### src/rtl/decade_cascade_ctrl_pkg.sv
// Shared types and constants for the cascaded BCD decade counter.
package decade_cascade_ctrl_pkg;

    localparam int unsigned DIGIT_W = 4;
    localparam logic [DIGIT_W-1:0] BCD_MAX = 4'd9;

    typedef enum logic [1:0] {
        IDLE  = 2'd0,
        RUN   = 2'd1,
        PAUSE = 2'd2,
        DONE  = 2'd3
    } state_e;

    function automatic logic digit_is_bcd(input logic [DIGIT_W-1:0] d);
        return d <= BCD_MAX;
    endfunction

endpackage

### src/rtl/decade_digit.sv
// One BCD decade: clears or increments 0..9, with a ripple enable for the next digit.
module decade_digit
    import decade_cascade_ctrl_pkg::*;
(
    input  logic               clock,
    input  logic               rst_n,
    input  logic               clr,
    input  logic               inc,
    output logic [DIGIT_W-1:0] q,
    output logic               carry
);

    logic [DIGIT_W-1:0] q_d;
    logic [DIGIT_W-1:0] q_q;

    always_comb begin
        q_d = q_q;
        if (clr) begin
            q_d = '0;
        end else if (inc) begin
            // >= rather than == keeps the digit inside 0..9 even from an unexpected value
            q_d = (q_q >= BCD_MAX) ? '0 : q_q + 4'd1;
        end
    end

    always_ff @(posedge clock or negedge rst_n) begin
        if (!rst_n) begin
            q_q <= '0;
        end else begin
            q_q <= q_d;
        end
    end

    assign q     = q_q;
    assign carry = inc && (q_q == BCD_MAX);

endmodule

### src/rtl/decade_cascade_ctrl.sv
// Run/pause/done controller around a chain of BCD decade digits with terminal compare.
module decade_cascade_ctrl
    import decade_cascade_ctrl_pkg::*;
#(
    parameter int unsigned NUM_DIGITS = 4
) (
    input  logic                      clock,
    input  logic                      rst_n,
    input  logic                      start,
    input  logic                      stop,
    input  logic                      clear,
    input  logic                      tick,
    input  logic                      auto_reload,
    input  logic [4*NUM_DIGITS-1:0]   limit,
    output logic [4*NUM_DIGITS-1:0]   count,
    output logic [1:0]                state,
    output logic                      running,
    output logic                      done,
    output logic                      limit_err
);

    state_e state_d;
    state_e state_q;
    logic   done_d;
    logic   done_q;

    logic                  start_ok;
    logic                  accept;
    logic                  terminal;
    logic                  digit_clr;
    logic [NUM_DIGITS:0]   inc_chain;
    logic                  unused_wrap;

    always_comb begin
        limit_err = 1'b0;
        for (int unsigned k = 0; k < NUM_DIGITS; k++) begin
            if (!digit_is_bcd(limit[k*DIGIT_W +: DIGIT_W])) begin
                limit_err = 1'b1;
            end
        end
    end

    assign start_ok = start && !limit_err;
    assign accept   = tick && (state_q == RUN) && !stop && !clear;
    // count is always BCD, so an illegal limit can never match
    assign terminal = accept && (count == limit);

    assign inc_chain[0] = accept && !terminal;
    assign digit_clr    = clear
                       || (terminal && auto_reload)
                       || ((state_q == DONE) && start_ok && !stop);

    always_comb begin
        state_d = state_q;
        done_d  = terminal;
        if (clear) begin
            state_d = IDLE;
        end else if (stop) begin
            if (state_q == RUN) begin
                state_d = PAUSE;
            end
        end else if (terminal && !auto_reload) begin
            state_d = DONE;
        end else if (start_ok) begin
            state_d = RUN;
        end
    end

    always_ff @(posedge clock or negedge rst_n) begin
        if (!rst_n) begin
            state_q <= IDLE;
            done_q  <= 1'b0;
        end else begin
            state_q <= state_d;
            done_q  <= done_d;
        end
    end

    for (genvar k = 0; k < NUM_DIGITS; k++) begin : g_digit
        decade_digit u_digit (
            .clock (clock),
            .rst_n (rst_n),
            .clr   (digit_clr),
            .inc   (inc_chain[k]),
            .q     (count[k*DIGIT_W +: DIGIT_W]),
            .carry (inc_chain[k+1])
        );
    end

    // full-scale rollover needs no action: every digit already returned to zero
    assign unused_wrap = inc_chain[NUM_DIGITS];

    assign state   = state_q;
    assign running = (state_q == RUN);
    assign done    = done_q;

endmodule
### config.mk
export PLATFORM = sky130hd
export DESIGN_NAME = decade_cascade_ctrl
export DESIGN_NICKNAME = d
export VERILOG_FILES = /design/src/rtl/decade_cascade_ctrl_pkg.sv /design/src/rtl/decade_digit.sv /design/src/rtl/decade_cascade_ctrl.sv
export SDC_FILE = /design/constraint.sdc
export NUM_CORES = 1
export LEC_CHECK = 0
export ABC_AREA = 1
export BUFFER_PORTS_ARGS = -buffer_cell sky130_fd_sc_hd__buf_4
export CORE_MARGIN = 3
export CORE_UTILIZATION = 55
export CTS_CLUSTER_SIZE = 8
export DETAILED_ROUTE_END_ITERATION = 10
export PLACE_DENSITY_LB_ADDON = 0.15
export SYNTH_ARGS = -nofsm -noshare
export SYNTH_HDL_FRONTEND = slang
export SYNTH_SLANG_ARGS = --single-unit
### constraint.sdc
create_clock -name clock -period 4.7 [get_ports clock]
set_input_delay 0.235 -clock clock [delete_from_list [all_inputs] [get_ports clock]]
set_output_delay 0.235 -clock clock [all_outputs]
set_load 0.005 [all_outputs]
==> results of run 1 <==
## metrics by stage
| step | instance area [µm²] | total power, W | worst slack (ps) |
|---|---|---|---|
| after floorplan | 1647 | 0.0001985 | 3095 |
| after global placement | 2008 | 0.0002290 | 2860 |
| after detailed placement | 2008 | 0.0002302 | 2860 |
| after CTS | 2044 | 0.0003133 | 2819 |
| after global routing | 2044 | 0.0003305 | 2668 |
| final | 2044 | 0.0003108 | 2820 |
## cells in the final DEF (no fill, tap or decap)
cell,synthesis,final
a21boi_0,1,1
a21oi_1,8,8
a21oi_2,1,1
a31oi_1,1,1
buf_4,0,43
clkbuf_1,0,1
clkbuf_4,0,3
dfrtp_1,19,19
dlygate4sd3_1,0,1
ha_1,12,12
inv_1,44,44
inv_2,3,3
nand2_1,87,87
nand2_2,3,3
nand2_4,1,1
nand3_1,23,23
nand3_4,1,1
nand4_1,5,5
nand4_4,1,1
nor2_1,14,14
nor2_2,5,5
nor2_4,1,1
nor2_8,1,1
nor3_1,6,6
nor3_4,1,1
o211ai_1,1,1
o21ai_0,3,3
o21ai_1,2,2
o31ai_1,1,1
or2_2,2,2
xor2_1,3,3
## flip-flops by register name, indices dropped and copies added, names as in the netlist
name and count:
g_digit.u_digit.q 16, state 2, done 1
## critical path: cells and delay by family, from the launching register on
kind	cells	cell delay [ps]
buf+inv	3	300
flops	1	440
simple gates	5	860
fa+ha+maj	1	160
## per-layer routing
metal,share of wire [%],global-route usage (%)
met5,0,0
met4,1.2,7.740
met3,5.0,3.404
met2,47,36.49
met1,47,29.91
## power groups by stage
stage | registers (W) | logic [W] | clock network [W]
after floorplan | 0.000171 | 0.0000274 | 0
after global placement | 0.000171 | 0.0000579 | 0
after detailed placement | 0.000171 | 0.0000591 | 0
after CTS | 0.000168 | 0.0000600 | 0.0000853
after global routing | 0.000169 | 0.0000677 | 0.0000942
final | 0.000168 | 0.0000597 | 0.0000830
## area by class of cell
type,count,area (µm²)
inverter,47,176.4
tap,31,38.79
timing repair buffer,44,332.8
clock buffer,4,26.28
sequential,19,475.5
fill,261,760.7
multi-input combinational,184,994.7
## cells in the mapped netlist (all sizes together)
| cell | instances | area [µm²] |
|---|---|---|
| nand2 | 91 | 356.6 |
| inv | 47 | 176.4 |
| nand3 | 24 | 132.6 |
| nor2 | 21 | 115.1 |
| dfrtp | 19 | 475.5 |
| ha | 12 | 150.1 |
| a21oi | 9 | 48.80 |
| nor3 | 7 | 46.30 |
| nand4 | 6 | 52.55 |
| o21ai | 5 | 25.02 |
| xor2 | 3 | 26.28 |
| or2 | 2 | 12.51 |
| a21boi | 1 | 7.510 |
| a31oi | 1 | 6.260 |
| o211ai | 1 | 7.510 |
| o31ai | 1 | 7.510 |
## logic make-up (layout without fill, tap and decap cells)
| family | Yosys count | in the layout | share of synthesized area [%] |
|---|---|---|---|
| XOR/XNOR | 3 | 3 | 1.596 |
| buffers and inverters | 47 | 95 | 10.71 |
| flip-flops | 19 | 19 | 28.88 |
| AO/OA/AOI/OAI | 18 | 18 | 6.232 |
| AND/OR/NAND/NOR | 151 | 151 | 43.47 |
| adder cells (fa/ha/maj) | 12 | 12 | 9.118 |
## path summary, 6_finish.rpt
kind | end | slack (ps) | from
max | g_digit[3].u_digit.q[0]$_DFFE_PN0P_ | 2820 | g_digit[1].u_digit.q[1]$_DFFE_PN0P_
min | state[1]$_DFFE_PN0P_ | 210 | clear
max reg2reg | g_digit[3].u_digit.q[0]$_DFFE_PN0P_ | 2820 | g_digit[1].u_digit.q[1]$_DFFE_PN0P_
min reg2reg | state[0]$_DFFE_PN0P_ | 540 | state[0]$_DFFE_PN0P_
max in group asynchronous | g_digit[1].u_digit.q[3]$_DFFE_PN0P_ | 4140 | rst_n
min in group asynchronous | done$_DFF_PN0_ | 340 | rst_n
==> flow_summary.ini, run 1 <==
[setup_path]
r2r_cells = 9
crit_chain = inv_1, ha_1, inv_1, nor3_1, inv_1, nor2_2, nand2_2, nand3_1, nand2_1
worstSetupStartpointType = flip-flop
critPathMaxStageDelay_ps = 440
cp_common_cell = inv_1
cp.required_ps = 4890
cp_slowest_cell = dfrtp_1
worst-setup-path-type = flip-flop to flip-flop
critPathMaxFanout = 5
critPathArrivalTime_ps = 2070
cp-end-kind = flip-flop

[sta]
hold_viol = 0
tightest_slew_ps = 452.0
max_clock_freq_ghz = 0.5320
rsz0062_at_grt = false
finalSetupViolCount = 0
period_share_pct = 39.99
holdWs_ps = 206.4
slew_headroom_pct = 69.63
fin_tns_setup_ps = 0
drv_slew = 0
worst_clock_skew_ps = 10.38
period_minus_slack_ps = 1880

[final_layout]
area_growth_syn_to_layout_pct = 24.16
stdcell_count = 329
fin_nets = 334
diodes = 0
drive_gt1_share_pct = 22.15
utilization_pct = 72.88

[global_route]
grt_pass1_vias = 1471
grt_pass1_wl_mm = 6.230
antenna_found_initial = 0
gr-total-overflow = 0
grtUsageTotal_pct = 22.27
grt_max_degree = 20

[floorplanning]
core_mm2 = 0.002805
rows = 19
fp.dieW_um = 60.72
ios = 44
start_util_pct = 58.70
die_y_um = 60.72
dieArea_mm2 = 0.003686

[power_and_ir_drop]
seq_power_share_pct = 54.1
p_comb_share_pct = 19.2
clockPowerShare_pct = 26.7
switching_share_pct = 27.27
vdd_ir_drop_max_mv = 0.1182
power_density_mw_per_mm2 = 152.0
p_int_w = 0.0002260
p_leak_nw = 1.171
p_switching_w = 0.00008475

[min_path]
hold_path_depth = 4
hold_class = input pin to flip-flop

[logic_synthesis]
ys_seq_elements = 19
ys_warn_count = 0
synth_cell_types = 27
syn_area_per_cell_um2 = 6.586
syn_nets = 285
netlist_area_mm2 = 0.001647
syn_inst = 250
synth-seq-area-share_pct = 28.88

[detailed_routing]
vias = 1694
wire_per_inst_um = 11.67
vias_per_cell = 5.149
drc = 0
first_iter_violations = 73
firstDrtPassIters = 4
ant_nets = 0
routed_wl_mm = 3.838

[flow_run]
cap_violations = 0

[placement]
place_congestion = 0.8641
dp_hpwl_mm = 3.122
dp_cells = 324
portBuffers = 43

[clock_network]
cts_buffers = 3
cts_sinks = 19
clock_path_buffers = 2
cts_resized = 0
hold_buffers = 1
clk_latency_ps = 290
htreeDepth = 1
cts_tree = yes
post_cts_buffers = 0
cts-root-buf = clkbuf_4
path_clk_slew_ps = 120

[status]
status = completed
Note: power is estimated with default switching activity, not from simulation.
==> inputs of run 2 (changes only) <==
- CORE_UTILIZATION: 55 -> 48
- clock period: 4.7 -> 1.7 ns (I/O delays scaled with it)
==> flow_summary.ini, run 2 (synthesized netlist as in run 1, its figures left out) <==
[detailed_routing]
routed_wl_mm = 4.808
first_iter_violations = 85
vias = 1897
vias_per_cell = 4.940
wl_met3_um = 210
drt-met1-wl_mm = 2.037
firstDrtPassIters = 5
top_layer = met4
ant_nets = 0
drc = 0
wire_per_inst_um = 12.52
wl_met2_mm = 2.426

[sta]
slew_headroom_pct = 70.50
hold_viol = 0
tightest_slew_ps = 437.8
finalSetupViolCount = 4
period_minus_slack_ps = 1716
worst_clock_skew_ps = 2.276
drv_slew = 0
max_clock_freq_ghz = 0.5826
rsz0062_at_grt = true
setup_slack_ps = -16.38
period_share_pct = 101.0
fin_tns_setup_ps = -25.95

[final_layout]
fin_nets = 376
final_cell_mix = nand2_1, buf_4, inv_1
largest_reg_flops = 16
num-fill-cells = 229
multi_input_area_mm2 = 0.001115
stdcell_count = 384
diodes = 0
seq_area_um2 = 480.5
drive_gt1_share_pct = 42.06
area_growth_syn_to_layout_pct = 54.26

[setup_path]
cp_common_cell = nand2_1
crit_chain = nand2_1, nand2_1, nor2_2, nand2_2, nor2_8, buf_12, nand4_1, nand2_2, nor2_4, nand2_1, nand2_1
worst-setup-path-type = flip-flop to flip-flop
cpLargestDelayFamily = simple AND/OR/NAND/NOR gates
path_buf_inv = 1
cp-end-kind = flip-flop
cp.required_ps = 1910
worstSetupStartpointType = flip-flop
critPathMaxFanout = 5
cp_slowest_cell = dfrtp_2
critPathArrivalTime_ps = 1920
critPathMaxStageDelay_ps = 460
rrSetupSlack_ps = -20

[power_and_ir_drop]
total_power_w = 0.0009093
power_density_mw_per_mm2 = 358.0
p_leak_nw = 1.377
vdd_ir_drop_max_mv = 0.3411

[placement]
portBuffers = 43
dp_cells = 354
dp_hpwl_mm = 3.290
pre_cts_slack_ps = -64.06
place_congestion = 0.9490

[status]
status = finished with violations
violations = setup timing

[floorplanning]
core_mm2 = 0.003153
ios = 44
fp.dieW_um = 64.57
rows = 20
start_util_pct = 52.22
dieArea_mm2 = 0.004169
die_y_um = 64.57

[global_route]
grt_max_degree = 20
gr-total-overflow = 0
grt_pass1_vias = 1726
grt_pass1_wl_mm = 7.320
antenna_found_initial = 0
grtUsageTotal_pct = 21.75

[clock_network]
cts-root-buf = clkbuf_4
cts_buffers = 3
cts_tree = yes
clk_latency_ps = 300
cts_sinks = 19
path_clk_slew_ps = 120
clock_path_buffers = 2
htreeDepth = 1

[min_path]
hold_class = input pin to flip-flop

[flow_run]
cap_violations = 0
-- run 2: changes by cell type in the layout (fill, tap and decap cells not counted), moves of 3 or more --
cell	change
inv_2	+8
nand2_2	+10
dfrtp_1	-4
inv_1	-9
nor2_1	-6
nand3_2	+3
dfrtp_2	+4
nor2_4	+4
buf_6	+5
buf_4	+34
nand3_1	-4
nand2_1	-10
-- run 2: path summary, 6_finish.rpt --
kind / from / endpoint / cells after the start
worst max register to register: g_digit[3].u_digit.q[2]$_DFFE_PN0P_ / g_digit[0].u_digit.q[0]$_DFFE_PN0P_ / 11
max in group asynchronous: rst_n / g_digit[1].u_digit.q[0]$_DFFE_PN0P_ / 2
worst min-delay path: clear / state[1]$_DFFE_PN0P_ / 4
worst min register to register: state[0]$_DFFE_PN0P_ / state[0]$_DFFE_PN0P_ / 2
worst max-delay path: g_digit[3].u_digit.q[2]$_DFFE_PN0P_ / g_digit[0].u_digit.q[0]$_DFFE_PN0P_ / 11
min in group asynchronous: rst_n / g_digit[2].u_digit.q[1]$_DFFE_PN0P_ / 2
-- run 2: per-layer routing --
layer	vias to the layer above	GRT usage (%)
met2	52	38.79
met3	13	2.773
met1	866	27.09
met5	-	0
met4	0	6.860
li1	966	-
-- run 2: area by class of cell --
| cell class | count | share of cell area (%) |
|---|---|---|
| Timing Repair Buffer | 85 | 26.95 |
| Multi-Input combinational cell | 185 | 43.89 |
| Clock buffer | 4 | 1.034 |
| Tap cell | 44 | 2.167 |
| Sequential cell | 19 | 18.92 |
| Inverter | 47 | 7.044 |
-- run 2: worst min-delay path, cell delays in order --
cell and delay [ps]:
buf_4 90, inv_1 50, nand2_1 70, o21ai_1 60
-- run 2: per-stage QoR --
step	cell area (µm²)	hold slack, ps	utilization (%)
floorplan	1647	-210.6	-
global placement	2152	-19.34	68.25
detailed placement	2152	-19.93	68.25
CTS	2231	70.17	70.75
global route	2540	94.70	80.56
finish	2540	69.24	80.56
-- run 2: timing repair --
action | 4_1_cts | 5_1_grt
buffers inserted | 4 | 20
pin swaps | 2 | 27
hold buffers | 1 | 0
resized for setup | 4 | 44
cloned | 0 | 1
endpoints found under the setup margin | 15 | 18
hold endpoints to repair | 19 | 0
-- run 2: where the power goes --
group | internal, W | total [W] | leakage, nW | switching, W
Combinational | 0.0000938 | 0.000200 | 1.11 | 0.000106
Clock | 0.0000916 | 0.000245 | 0.0150 | 0.000153
Sequential | 0.000458 | 0.000464 | 0.257 | 0.00000654
==> inputs of run 3 (changes only) <==
- SKIP_LAST_GASP: not set -> 1
==> flow_summary.ini, run 3 (synthesized netlist as in run 1, its figures left out) <==
[detailed_routing]
wl_met3_um = 210
wl_met2_mm = 2.426
drc = 0
vias_per_cell = 4.940
firstDrtPassIters = 5
first_iter_violations = 81
ant_nets = 0
top_layer = met4
vias = 1897
drt-met1-wl_mm = 2.037
wire_per_inst_um = 12.52
routed_wl_mm = 4.808

[power_and_ir_drop]
vdd_ir_drop_max_mv = 0.3411
power_density_mw_per_mm2 = 358.0
switching_share_pct = 29.26
p_int_w = 0.0006432
clockPowerShare_pct = 26.9
seq_power_share_pct = 51.1
p_leak_nw = 1.377
p_comb_share_pct = 22.0
total_power_w = 0.0009093
p_switching_w = 0.0002661

[setup_path]
r2r-end = g_digit[0].u_digit.q[0]$_DFFE_PN0P_
rrSetupSlack_ps = -20
cp-end-kind = flip-flop
critPathArrivalTime_ps = 1920
critPathMaxFanout = 5
worst-setup-path-type = flip-flop to flip-flop
cp.required_ps = 1910
r2r-start = g_digit[3].u_digit.q[2]$_DFFE_PN0P_
r2r_cells = 11
worstSetupStartpointType = flip-flop

[global_route]
grt_pass1_wl_mm = 7.320
grt_max_degree = 20
grt_pass1_vias = 1726
gr-total-overflow = 0
grtUsageTotal_pct = 21.75
antenna_found_initial = 0

[clock_network]
clock_path_buffers = 2
cts_buffers = 3
path_clk_slew_ps = 120
clk_latency_ps = 300
cts-root-buf = clkbuf_4
cts_tree = yes
cts_sinks = 19
htreeDepth = 1

[min_path]
worstHoldStart = clear
hold_path_depth = 4
hold_end = state[1]$_DFFE_PN0P_
hold_class = input pin to flip-flop

[floorplanning]
fp.dieW_um = 64.57
ios = 44
start_util_pct = 52.22
die_y_um = 64.57
rows = 20
dieArea_mm2 = 0.004169
core_mm2 = 0.003153

[sta]
finalSetupViolCount = 4
hold_viol = 0
period_minus_slack_ps = 1716
setup_slack_ps = -16.38
rsz0062_at_grt = true
worst_clock_skew_ps = 2.276
slew_headroom_pct = 70.50
fin_tns_setup_ps = -25.95
tightest_slew_ps = 437.8
drv_slew = 0
max_clock_freq_ghz = 0.5826
period_share_pct = 101.0

[final_layout]
final_area_mm2 = 0.002540
drive_gt1_share_pct = 42.06
diodes = 0
num-fill-cells = 229
area_growth_syn_to_layout_pct = 54.26
largest_reg_flops = 16
final_cell_mix = nand2_1, buf_4, inv_1
fin_nets = 376

[status]
violations = setup timing
status = finished with violations

[flow_run]
cap_violations = 0

[placement]
dp_hpwl_mm = 3.290
portBuffers = 43
placed_area_mm2 = 0.002152
place_congestion = 0.9490
-- run 3: cell counts in the layout (fill, tap and decap cells not counted) --
No cell type changed its count.
-- run 3: worst max path at each step --
stage | startpoint | endpoint | slack [ps] | cells past startpoint
3_5_place_dp | g_digit[0].u_digit.q[1]$_DFFE_PN0P_ | g_digit[1].u_digit.q[0]$_DFFE_PN0P_ | -60 | 11
2_1_floorplan | g_digit[1].u_digit.q[1]$_DFFE_PN0P_ | g_digit[3].u_digit.q[0]$_DFFE_PN0P_ | 100 | 9
5_1_grt | g_digit[3].u_digit.q[2]$_DFFE_PN0P_ | g_digit[0].u_digit.q[3]$_DFFE_PN0P_ | -160 | 12
6_report | g_digit[3].u_digit.q[2]$_DFFE_PN0P_ | g_digit[0].u_digit.q[0]$_DFFE_PN0P_ | -20 | 11
4_1_cts | g_digit[0].u_digit.q[0]$_DFFE_PN0P_ | g_digit[2].u_digit.q[3]$_DFFE_PN0P_ | 2 | 11
3_3_place_gp | g_digit[0].u_digit.q[1]$_DFFE_PN0P_ | g_digit[1].u_digit.q[0]$_DFFE_PN0P_ | -30 | 11
-- run 3: what timing repair did --
action,in CTS,in global routing
endpoints found under the hold margin,19,0
buffers inserted,4,20
gates resized for setup,4,44
setup endpoints to repair,15,18
cloned,0,1
hold buffers,1,0
pin swaps,2,27
-- run 3: cell type report --
type	instances	area, µm²	area share [%]
multi-input combinational	185	1115	43.89
timing repair buffer	85	684.4	26.95
sequential	19	480.5	18.92
inverter	47	178.9	7.044
tap	44	55.05	2.167
clock buffer	4	26.28	1.034
-- run 3: per-stage QoR --
stage / hold WS [ps] / cells / utilization (%) / setup slack (ps)
final: 69.24 / 384 / 80.56 / -16.38
after global placement: -19.34 / 354 / 68.25 / -31.37
after CTS: 70.17 / 363 / 70.75 / 1.852
after global routing: 94.70 / 384 / 80.56 / -155.5
after detailed placement: -19.93 / 354 / 68.25 / -64.06
after floorplan: -210.6 / 250 / - / 95.25
-- run 3: routing by layer --
metal	track usage, %	up-vias
met2	38.79	52
li1	-	966
met4	6.860	0
met3	2.773	13
met5	0	-
met1	27.09	866
-- run 3: power by group through the flow --
stage	Sequential [W]	Combinational, W	Clock, W
3_3_place_gp	0.000472	0.000167	0
6_report	0.000464	0.000200	0.000245
5_1_grt	0.000465	0.000225	0.000270
2_1_floorplan	0.000473	0.0000757	0
3_5_place_dp	0.000473	0.000170	0
4_1_cts	0.000464	0.000175	0.000249
-- run 3: critical path: stages, from the launching register on --
cell and delay, ps:
dfrtp_2 460, nand2_1 90, nand2_1 70, nor2_2 100, nand2_2 110, nor2_8 220, buf_12 130, nand4_1 110
nand2_2 150, nor2_4 60, nand2_1 70, nand2_1 50
